==> src/rtl/wishbone_response_serializer.sv <==
// Queues wishbone master responses and serializes each one as a big-endian byte frame over valid/ready.
// Build option RESP_ASCII_HEX_EN: frames go out as 24 uppercase ASCII hex characters plus a trailing LF.
module wishbone_response_serializer #(
  parameter int FIFO_DEPTH = 2,
  parameter int FIFO_AW    = 1
) (
  input  logic        clk,
  input  logic        rst,
  input  logic        in_en,
  input  logic [31:0] in_status,
  input  logic [31:0] in_address,
  input  logic [31:0] in_data,
  output logic        in_ready,
  output logic [7:0]  byte_out,
  output logic        byte_valid,
  input  logic        byte_ready,
  output logic        busy,
  output logic        overflow
);

`ifdef RESP_ASCII_HEX_EN
  localparam int FRAME_LEN = 25;
  localparam int IDX_W     = 5;
  localparam int SHIFT     = 4;
`else
  localparam int FRAME_LEN = 12;
  localparam int IDX_W     = 4;
  localparam int SHIFT     = 8;
`endif
  localparam logic [IDX_W-1:0] LAST_IDX = IDX_W'(FRAME_LEN - 1);

  typedef enum logic {IDLE, SEND} state_t;

  logic [95:0]        mem [FIFO_DEPTH];
  logic [FIFO_AW-1:0] wr_ptr, rd_ptr;
  logic [FIFO_AW:0]   count;
  logic               full, do_push, do_pop;

  state_t             state, state_n;
  logic [95:0]        shreg, shreg_n;
  logic [IDX_W-1:0]   idx, idx_n;

  assign full     = (count == (FIFO_AW+1)'(FIFO_DEPTH));
  assign in_ready = !full;
  assign do_push  = in_en && !full;
  assign do_pop   = (state == IDLE) && (count != '0);
  assign busy     = (state != IDLE) || (count != '0);

  always_ff @(posedge clk) begin
    if (rst) begin
      wr_ptr   <= '0;
      rd_ptr   <= '0;
      count    <= '0;
      overflow <= 1'b0;
    end else begin
      if (do_push) begin
        mem[wr_ptr] <= {in_status, in_address, in_data};
        wr_ptr      <= wr_ptr + 1'b1;
      end
      if (do_pop)
        rd_ptr <= rd_ptr + 1'b1;
      // a pop in the same cycle never frees room for a push already refused by full
      if (in_en && full)
        overflow <= 1'b1;
      case ({do_push, do_pop})
        2'b10:   count <= count + 1'b1;
        2'b01:   count <= count - 1'b1;
        default: count <= count;
      endcase
    end
  end

  always_ff @(posedge clk) begin
    if (rst) begin
      state <= IDLE;
      shreg <= '0;
      idx   <= '0;
    end else begin
      state <= state_n;
      shreg <= shreg_n;
      idx   <= idx_n;
    end
  end

  always_comb begin
    state_n    = state;
    shreg_n    = shreg;
    idx_n      = idx;
    byte_valid = 1'b0;
    case (state)
      IDLE: begin
        if (do_pop) begin
          shreg_n = mem[rd_ptr];
          idx_n   = '0;
          state_n = SEND;
        end
      end
      SEND: begin
        byte_valid = 1'b1;
        if (byte_ready) begin
          if (idx == LAST_IDX) begin
            state_n = IDLE;
          end else begin
            idx_n   = idx + 1'b1;
            shreg_n = shreg << SHIFT;
          end
        end
      end
      default: state_n = IDLE;
    endcase
  end

`ifdef RESP_ASCII_HEX_EN
  logic [3:0] nib;
  logic [7:0] hex_char;
  assign nib      = shreg[95:92];
  assign hex_char = (nib < 4'd10) ? (8'h30 + {4'h0, nib}) : (8'h37 + {4'h0, nib});
  assign byte_out = (state != SEND) ? 8'h00 : (idx == LAST_IDX) ? 8'h0A : hex_char;
`else
  assign byte_out = (state == SEND) ? shreg[95:88] : 8'h00;
`endif

endmodule

==> config.mk <==
export PLATFORM = sky130hd
export DESIGN_NAME = wishbone_response_serializer
export DESIGN_NICKNAME = d
export VERILOG_FILES = /design/src/rtl/wishbone_response_serializer.sv
export SDC_FILE = /design/constraint.sdc
export NUM_CORES = 1
export LEC_CHECK = 0
export CAP_MARGIN = 20
export CORE_MARGIN = 4
export CORE_UTILIZATION = 40
export DETAILED_ROUTE_END_ITERATION = 10
export PLACE_DENSITY = 0.65
export SETUP_SLACK_MARGIN = 0.02
export SLEW_MARGIN = 25
export SYNTH_ARGS = -nofsm -noshare
export SYNTH_HDL_FRONTEND = slang
export SYNTH_SLANG_ARGS = --single-unit
==> constraint.sdc <==
create_clock -name clk -period 11.9 [get_ports clk]
set_input_delay 3.57 -clock clk [delete_from_list [all_inputs] [get_ports clk]]
set_output_delay 3.57 -clock clk [all_outputs]
set_load 0.005 [all_outputs]
# Word-level counts from Yosys, hierarchy flattened
# Memories as Yosys holds them, arrays and structs flattened. A register that Yosys moved wholly into a read port is not among the register bits.
# Cells that the tools add are included.
dict set report op_classes {
  eq_ne 7
  n_bitwise 1
  n_reduce_logical 8
  n_addsub 5
  n_mux 20
}
# operator n
set op_table {}
lappend op_table {{96-bit two-way mux} 3}
lappend op_table {{96-bit one-hot mux with 2 select lines} 1}
lappend op_table {{4-bit two-way mux} 3}
lappend op_table {{1-bit two-way mux} 9}
lappend op_table {{8-bit two-way mux} 1}
lappend op_table {{4-bit one-hot mux with 2 select lines} 1}
lappend op_table {{2-bit != test, second input constant} 3}
lappend op_table {{4-bit by 1-bit adder with 4-bit output, second input constant} 1}
lappend op_table {{2-bit equality test, second input constant} 2}
lappend op_table {{4-bit equality test, second input constant} 1}
lappend op_table {{2-bit one-hot mux with 2 select lines} 1}
lappend op_table {{2-bit nonzero test} 2}
lappend op_table {{1-bit logical AND} 3}
lappend op_table {{3-bit AND reduction} 1}
lappend op_table {{1-bit adder, second input constant} 2}
lappend op_table {{2-bit by 1-bit adder with 2-bit output, second input constant} 1}
lappend op_table {{2-bit by 1-bit equality test with 1-bit output, second input constant} 1}
lappend op_table {{1-bit one-hot mux with 2 select lines} 1}
lappend op_table {{2-bit by 1-bit subtractor with 2-bit output, second input constant} 1}
lappend op_table {{1-bit zero test} 1}
lappend op_table {{1-bit logical OR} 1}
lappend op_table {{1-bit inverter} 1}
dict set report word_totals {
  ramBits 192
  regBits 106
  in_bits 100
  memories 1
  output_inout_bits 12
  word_cells 49
}
# memory depth word_bits read_ports rd_clocked_by_memory_dff write_ports line
set mem_list {}
lappend mem_list {mem 2 96 1 1 1 34} ;# logic [95:0] mem [FIFO_DEPTH];

# Longest topological paths before layout
# Gate-level depths: netlist of run 1.
dict set report logic_depth {
  word_depth 6
  mapped_depth 8
  mapped_depth_nobuf 7
}

# Least setup slack after synthesis of run 1
# OpenSTA, ideal clock, no wires.
dict set report synth_timing {
  path_type {in2reg}
  start {input rst}
  end {memory mem[1][0], enable pin}
  stages 2
  t_required_ps 11212
  setup_time_ps 688
  slack_ps 417
  path_buffers 1
  arrival_ps 10795
  cell_sequence {clkbuf_1 nor3b_1}
}
dict set report synth_between {
  elab_chain_len 2
}
# item line
set synth_lines {}
lappend synth_lines {{start: declaration} 8} ;# input logic rst,
lappend synth_lines {{1-bit two-way mux} 50} ;# if (rst) begin
lappend synth_lines {{1-bit two-way mux (not written as such)} 57} ;# mem[wr_ptr] <= {in_status, in_address, in_data};
lappend synth_lines {{end: declaration} 34}
# No other way between the ends.

# Worst setup path after layout of run 1
dict set report layout_timing {
  start {register state}
  end {output busy}
}
dict set report layout_between {
  elab_chain_len 1
}
# item line
set layout_lines {}
lappend layout_lines {{start: declaration} 39} ;# state_t state, state_n;
lappend layout_lines {{start signal: assignment} 79} ;# state <= state_n;
lappend layout_lines {{1-bit logical OR} 47} ;# assign busy = (state != IDLE) || (count != '0);
lappend layout_lines {{end: declaration} 17} ;# output logic busy,
# No other way between the ends.

==> flow_summary.json, run 1 <==
{
  "status": "completed",
  "power_density_nw_per_um2": 223,
  "core_region_area_um2": 29800,
  "drc_errors": 0,
  "port-buffer-count": 111,
  "avgSynthCellArea_um2": 13.6,
  "die_area_um2": 33300,
  "ys_types": 36,
  "synth_area_um2": 12200,
  "timing.hold.ws_ns": 0.452,
  "critPathArrivalTime_ns": 2.69,
  "setup_viol": 0,
  "postLayoutCellArea_um2": 14500,
  "vias": 6999,
  "ys_top_cells_by_area": "edfxtp_1 (47%), dfxtp_1 (18%), mux2_2 (8.9%), mux2i_1 (7.2%), o211ai_1 (5.9%)",
  "antenna_found_initial": 0,
  "wire_per_inst_um": 16.7,
  "leakagePower_nw": 5.06,
  "clk_pin_slew_worst_paths_ns": 0.06,
  "path_class": "register to output port",
  "synth_top_cell_area_share": 0.474,
  "gp_congestion": 0.722,
  "crit_chain": "buf_4 -> or3_1 -> clkdlybuf4s50_1",
  "final_cell_mix": "edfxtp_1 (192), clkdlybuf4s50_1 (111), dfxtp_1 (105)",
  "synth_nets": 994,
  "min_path_type": "register to register",
  "cts_hold_buf": 0,
  "num_antenna_cells": 0,
  "cts_resized": 0,
  "synth-main-ff-cell": "edfxtp_1",
  "slowest_stage": "dfxtp_4",
  "drt_iter0_drc": 403,
  "rows": 63,
  "synth_compound_area_frac": 0.0713,
  "period_minus_slack_ns": 6.26,
  "drive_gt1_frac": 0.153,
  "end_kind": "output port",
  "first_pass_iters": 8,
  "grt_pass1_vias": 6934,
  "wl_um": 23300,
  "grt_overflow": 0,
  "fp.dieW_um": 182,
  "cts_max_path_buffers": 3,
  "cp-start-kind": "register",
  "drv_cap": 0,
  "die_h_um": 182,
  "syn_inst": 892,
  "critPathMaxStageDelay_ns": 0.63,
  "maxSlewViolCount": 0,
  "fin_skew_ns": 0.00668,
  "place_area_um2": 13600,
  "finalCritPeriodShare": 0.526,
  "hold_viol": 0,
  "synth_simple_gate_area_frac": 0.0880,
  "place.detailed.hpwl_um": 14200,
  "pin_count": 112,
  "track_usage": 0.137,
  "cp_max_fo": 68,
  "cts_buffers": 31,
  "htree_levels": 1,
  "clkLatencyLatePin_ns": 0.54,
  "relSlewSlack": 0.360,
  "mostFrequentLayoutCell": "edfxtp_1",
  "max_slew.worst_pin.slew_ns": 0.960,
  "crit_family": "buffers and inverters",
  "root_buffer": "clkbuf_16",
  "ys_seq_area_frac": 0.650,
  "synth-seq-cells": 299,
  "synth_edf_count": 192,
  "ir_worst_vdd_mv": 0.132,
  "start_util": 0.408,
  "max_freq_ghz": 0.160,
  "avgViaCountPerCell": 5.02,
  "cts_tree": "built",
  "areaGrowthSynthToFinish_pct": 19.4,
  "synth_xor_xnor_area_share": 0.00216,
  "synth_top_area_cell": "edfxtp_1",
  "critical_path_buf_inv_count": 2,
  "synthMuxAreaShare": 0.161,
  "fin_nets": 1082,
  "tns_ns": 0,
  "grt_pass1_wl_um": 36900,
  "ant_nets": 0,
  "yosys.area_share.adder": 0.00206,
  "cts_sinks": 299,
  "cp.required_ns": 8.33,
  "ys_warn_count": 0,
  "synth-async-reset-ratio": 0,
  "cts_setup_buffers": 0,
  "grt_setup_unrepaired": "no",
  "synth_top_family_by_area": "multiplexers",
  "grt_max_degree": 94
}
-- cell usage after synthesis (2+ instances only) --
cell        n
ha_1        2
inv_1       2
nor2b_1     2
or3_1       4
nand2b_1   87
dfxtp_1   107
o211ai_1   96
mux2_2     96
a21oi_1    14
buf_2      17
nand3_1     3
xnor2_1     2
nand2_1    98
edfxtp_1  192
buf_6       3
nor2_1      4
buf_1       2
mux2i_1    88
o21ai_0     4
and2_1      9
clkbuf_1   45
-- path summary, 6_finish.rpt --
| path | startpoint | to | slack [ns] | cells past startpoint |
|---|---|---|---|---|
| min reg2reg | shreg[37] | shreg[37] | 0.45 | 2 |
| max reg2reg | state | shreg[93] | 8.58 | 6 |
| min | shreg[37] | shreg[37] | 0.45 | 2 |
| max | state | busy | 5.64 | 3 |
-- cell type report --
cell class,instances,area [µm²]
inverters,4,20.0
multi-input cells,522,3970
clock inverters,14,115
repair buffers,122,1200
clock buffers,43,821
fillers,2635,15300
well taps,390,488
flip-flops and latches,299,7920
-- tightest hold or removal path, stage by stage (launching register included) --
cell     delay [ns]
dfxtp_1        0.30
nand2_1        0.05
mux2i_1        0.05
-- through the flow --
step | power, W | util | std cells | setup slack (ns)
after global routing | 0.00344 | 0.487 | 1394 | 5.50
after global placement | 0.00237 | 0.456 | 1337 | 5.69
after CTS | 0.00330 | 0.487 | 1394 | 5.61
after detailed placement | 0.00239 | 0.456 | 1337 | 5.64
final | 0.00325 | 0.487 | 1394 | 5.64
after floorplan | 0.00216 | - | 892 | 0.417
-- cells by family after synthesis --
group,count (synthesis)
flops,299
simple gates,212
mux,184
compound gates,121
buf+inv,71
xor+xnor,3
fa+ha+maj,2
-- power by group --
group | total (W) | leakage [nW] | internal [W] | switching [W]
combinational | 0.000892 | 1.96 | 0.000454 | 0.000438
clock | 0.000898 | 0.454 | 0.000521 | 0.000377
sequential | 0.00146 | 2.64 | 0.00132 | 0.000132
-- sequential cells by signal (all words and copies together), names as in the netlist, named ones only --
register / cells
mem: 192
shreg: 96
idx: 4
count: 2
overflow: 1
rd_ptr: 1
state: 1
wr_ptr: 1
-- layer usage --
| layer | GRT usage | part of all wire |
|---|---|---|
| met2 | 0.227 | 0.49 |
| met3 | 0.0275 | 0.044 |
| met5 | 0 | 0 |
| met1 | 0.189 | 0.45 |
| met4 | 0.0309 | 0.022 |
No activity file was read; power rests on OpenSTA's default activity.
==> run 2, diff against run 1 <==
- PLACE_DENSITY: 0.65 -> 0.63
- clock period: 11.9 -> 6.2 ns (I/O delays scaled with it)
==> flow_summary.json, run 2 (same netlist as run 1, synthesis figures left out) <==
{
  "wl_um": 23600,
  "cp_max_fo": 65,
  "vias": 7001,
  "regMostFlops": "mem",
  "port-buffer-count": 111,
  "wire_per_inst_um": 16.9,
  "tns_ns": 0,
  "antenna_found_initial": 1,
  "root_buffer": "clkbuf_16",
  "cts_max_path_buffers": 3,
  "fp.dieW_um": 182,
  "clkLatencyLatePin_ns": 0.50,
  "hold_viol": 0,
  "final-seq-area_um2": 7920,
  "drive_gt1_frac": 0.162,
  "num_antenna_cells": 0,
  "start_util": 0.408,
  "num-fill-cells": 2579,
  "slowest_stage": "dfxtp_4",
  "first_pass_iters": 6,
  "grt_overflow": 0,
  "relSlewSlack": 0.332,
  "r2r_cells": 5,
  "final_util": 0.493,
  "mostFrequentLayoutCell": "edfxtp_1",
  "grt_max_degree": 98,
  "gp_congestion": 0.735,
  "period_minus_slack_ns": 3.93,
  "p_seq_frac": 0.436,
  "setup_viol": 0,
  "pwr-share-clk": 0.296,
  "avgViaCountPerCell": 5.00,
  "path_class": "register to output port",
  "cts_hold_buf": 0,
  "pin_count": 112,
  "cts_setup_buffers": 0,
  "switching_share": 0.290,
  "maxSlewViolCount": 0,
  "hold_depth": 2,
  "power.switching_w": 0.00186,
  "die_area_um2": 33300,
  "end_kind": "output port",
  "critPathArrivalTime_ns": 2.07,
  "status": "completed",
  "core_region_area_um2": 29800,
  "combinationalPowerShare": 0.269,
  "die_h_um": 182,
  "drc_errors": 0,
  "cts_buffers": 34,
  "grt_pass1_vias": 7021,
  "cp.required_ns": 4.34,
  "areaGrowthSynthToFinish_pct": 20.8,
  "max_slew.worst_pin.slew_ns": 1.00,
  "multi_input_area_um2": 3980,
  "place.detailed.hpwl_um": 14300,
  "htree_levels": 2,
  "cp-start-kind": "register",
  "ant_nets": 0,
  "drv_cap": 0,
  "drt_iter0_drc": 414,
  "leakagePower_nw": 5.14,
  "rows": 63,
  "min_path_type": "register to register",
  "largest_reg_flops": 192,
  "grt_pass1_wl_um": 37300,
  "fin_skew_ns": 0.0222,
  "final_cell_mix": "edfxtp_1 (192), clkdlybuf4s50_1 (110), dfxtp_1 (105)",
  "grt_setup_unrepaired": "no",
  "crit_chain": "or3_1 -> clkdlybuf4s50_1",
  "critPathMaxStageDelay_ns": 0.75,
  "fin_nets": 1086,
  "cts_tree": "built",
  "reg.largest.list": "mem x192, shreg x96, idx x4",
  "track_usage": 0.138,
  "cts_sinks": 299,
  "ir_worst_vdd_mv": 0.216,
  "clk_pin_slew_worst_paths_ns": 0.06,
  "finalCritPeriodShare": 0.634,
  "p_int_w": 0.00456,
  "power_density_nw_per_um2": 437,
  "max_freq_ghz": 0.254,
  "cts_resized": 0
}
[run 2: cell types whose count changed in the layout (fill, tap and decap cells not counted), sizes merged]
cell / before / now
clkbuf: 43 / 50
clkinv: 11 / 6
buf: 11 / 13
inv: 4 / 6
bufinv: 2 / 1
clkdlybuf4s50: 111 / 110
clkinvlp: 1 / 2
[run 2: metal layers]
metal	GRT usage	share of wire
met4	0.0360	0.019
met2	0.224	0.47
met3	0.0331	0.053
met1	0.187	0.46
met5	0	0.00030
[run 2: power by group through the flow]
stage | logic [W] | registers (W) | clock network, W
global route | 0.00189 | 0.00286 | 0.00205
detailed placement | 0.00175 | 0.00284 | 0
finish | 0.00172 | 0.00280 | 0.00190
CTS | 0.00176 | 0.00281 | 0.00196
floorplan | 0.00145 | 0.00269 | 0
global placement | 0.00173 | 0.00284 | 0
[run 2: worst paths after layout]
path	start	end	slack [ns]
worst max register to register	state	shreg[42]	3.05
worst min register to register	shreg[53]	shreg[53]	0.45
worst min-delay path	shreg[53]	shreg[53]	0.45
worst max-delay path	state	busy	2.27
[run 2: final cells by class]
type                       instances  share of cell area
tap                              390              0.0332
clock inverter                    11             0.00604
timing repair buffer             123              0.0831
sequential                       299               0.539
clock buffer                      50              0.0668
multi-input combinational        522               0.271
inverter                           4             0.00136
[run 2: metrics by stage]
| step | setup WS, ns | instances | hold slack [ns] | power (W) | area (µm²) |
|---|---|---|---|---|---|
| 2_1_floorplan | 1.16 | 892 | 0.433 | 0.00414 | 12200 |
| 3_3_place_gp | 1.78 | 1338 | 0.441 | 0.00457 | 13600 |
| 3_5_place_dp | 1.76 | 1338 | 0.448 | 0.00459 | 13600 |
| 4_1_cts | 2.18 | 1399 | 0.456 | 0.00652 | 14700 |
| 5_1_grt | 2.11 | 1399 | 0.474 | 0.00679 | 14700 |
| 6_report | 2.27 | 1399 | 0.453 | 0.00642 | 14700 |
[run 2: worst max-delay path: cells and delay by family (launching register included)]
family	cells	cell delay (ns)
buffers and inverters	1	0.54
and+or+nand+nor	1	0.28
DFF	1	0.75
==> run 3, diff against run 2 <==
- clock period: 6.2 -> 3.65 ns (I/O delays scaled with it)
==> flow_summary.json, run 3 (same netlist as run 1, synthesis figures left out) <==
{
  "status": "completed",
  "place_area_um2": 13700,
  "place.detailed.hpwl_um": 14900,
  "cts_sinks": 299,
  "wire_per_inst_um": 17.0,
  "cp.required_ns": 2.55,
  "hold_viol": 0,
  "setup_viol": 0,
  "track_usage": 0.140,
  "cp_max_fo": 38,
  "fin_cells": 1401,
  "antenna_found_initial": 0,
  "period_minus_slack_ns": 2.98,
  "max_slew.worst_pin.slew_ns": 0.699,
  "htree_levels": 2,
  "die_area_um2": 33300,
  "r2r_slack_ns": 1.24,
  "end_kind": "output port",
  "fin_skew_ns": 0.0149,
  "mostFrequentLayoutCell": "edfxtp_1",
  "postLayoutCellArea_um2": 14800,
  "maxSlewViolCount": 0,
  "grt_use_met1": 0.200,
  "max_freq_ghz": 0.336,
  "grt-busiest-layer": "met2",
  "fp.dieW_um": 182,
  "grt_pass1_vias": 7174,
  "final_cell_mix": "edfxtp_1 (192), clkdlybuf4s50_1 (111), dfxtp_1 (105)",
  "drt_iter0_drc": 409,
  "largest_reg_flops": 192,
  "start_util": 0.408,
  "finalCritPeriodShare": 0.817,
  "whs_endpoint": "shreg[58]",
  "power_density_nw_per_um2": 741,
  "fin_nets": 1089,
  "port-buffer-count": 111,
  "cts_max_path_buffers": 3,
  "grt_setup_unrepaired": "no",
  "relSlewSlack": 0.534,
  "grt_max_degree": 69,
  "cts_tree": "built",
  "grt_util_met3": 0.0287,
  "clkLatencyLatePin_ns": 0.50,
  "drv_cap": 0,
  "num-fill-cells": 2598,
  "gp_congestion": 0.750,
  "ant_nets": 0,
  "core_region_area_um2": 29800,
  "cts_hold_buf": 0,
  "vias": 6986,
  "wl_um": 23800,
  "root_buffer": "clkbuf_16",
  "reg.largest.list": "mem x192, shreg x96, idx x4",
  "clk_pin_slew_worst_paths_ns": 0.06,
  "num_antenna_cells": 0,
  "r2r-end": "shreg[78]",
  "ir_worst_vdd_mv": 0.368,
  "cts_setup_buffers": 0,
  "hold_depth": 2,
  "first_pass_iters": 4,
  "critPathArrivalTime_ns": 1.89,
  "cts_buffers": 34,
  "pin_count": 112,
  "drive_gt1_frac": 0.168,
  "cp-start-kind": "register",
  "regMostFlops": "mem",
  "grt_overflow": 0,
  "die_h_um": 182,
  "path_class": "register to output port",
  "drc_errors": 0,
  "tns_ns": 0,
  "avgViaCountPerCell": 4.99,
  "cts_resized": 0,
  "reg2reg_from": "idx[0]",
  "grt_pass1_wl_um": 38000,
  "areaGrowthSynthToFinish_pct": 21.5,
  "r2r_cells": 5,
  "min_path_type": "register to register",
  "timing.hold.ws_ns": 0.454,
  "leakagePower_nw": 5.18,
  "hp-start": "shreg[58]",
  "dp.cells": 1341,
  "grtUsageMet2": 0.222,
  "rows": 63
}
-- run 3: cell count changes in the layout (fill, tap and decap cells not counted), moves of 2 or more --
| cell | delta |
|---|---|
| clkbuf_8 | -3 |
| buf_4 | -2 |
| buf_12 | +5 |
| clkinv_2 | +7 |
| clkbuf_1 | -3 |
-- run 3: power by group --
part           total [W]  switching [W]  internal (W)
sequential       0.00475       0.000433       0.00432
combinational    0.00299        0.00146       0.00154
clock            0.00321        0.00127       0.00194
-- run 3: metal layers --
layer  vias up  share of wire  routed length, µm
li1       3468              -                  -
met1      3357           0.47              11300
met2       124           0.47              11100
met3        37          0.043               1010
met4         0          0.018                420
met5         -              0                  0
-- run 3: worst max path at each step --
stage / depth (start not counted) / end / from / slack [ns]
2_1_floorplan: 2 / mem[1][0] / rst / -0.47
5_1_grt: 2 / busy / state / 0.56
6_report: 2 / busy / state / 0.67
4_1_cts: 2 / busy / state / 0.61
3_3_place_gp: 5 / shreg[90] / byte_ready / 0.57
3_5_place_dp: 5 / shreg[78] / byte_ready / 0.52
-- run 3: layout make-up --
type	count	area, µm²	area share
clock buffer	44	930	0.0629
clock inverter	16	131	0.00889
inverter	4	17.5	0.00119
multi-input combinational	522	3990	0.270
sequential	299	7920	0.536
tap	390	488	0.0330
timing repair buffer	126	1310	0.0887
-- run 3: critical path: stages (launching register included) --
cell and delay [ns]:
dfxtp_4 0.47, or3_1 0.43, clkdlybuf4s50_1 0.48
-- run 3: metrics by stage --
stage | utilization | worst slack [ns] | power, W
after floorplan | - | -0.474 | 0.00703
after global placement | 0.460 | 0.572 | 0.00783
after detailed placement | 0.460 | 0.520 | 0.00787
after CTS | 0.496 | 0.613 | 0.0111
after global routing | 0.496 | 0.560 | 0.0116
final | 0.496 | 0.669 | 0.0110
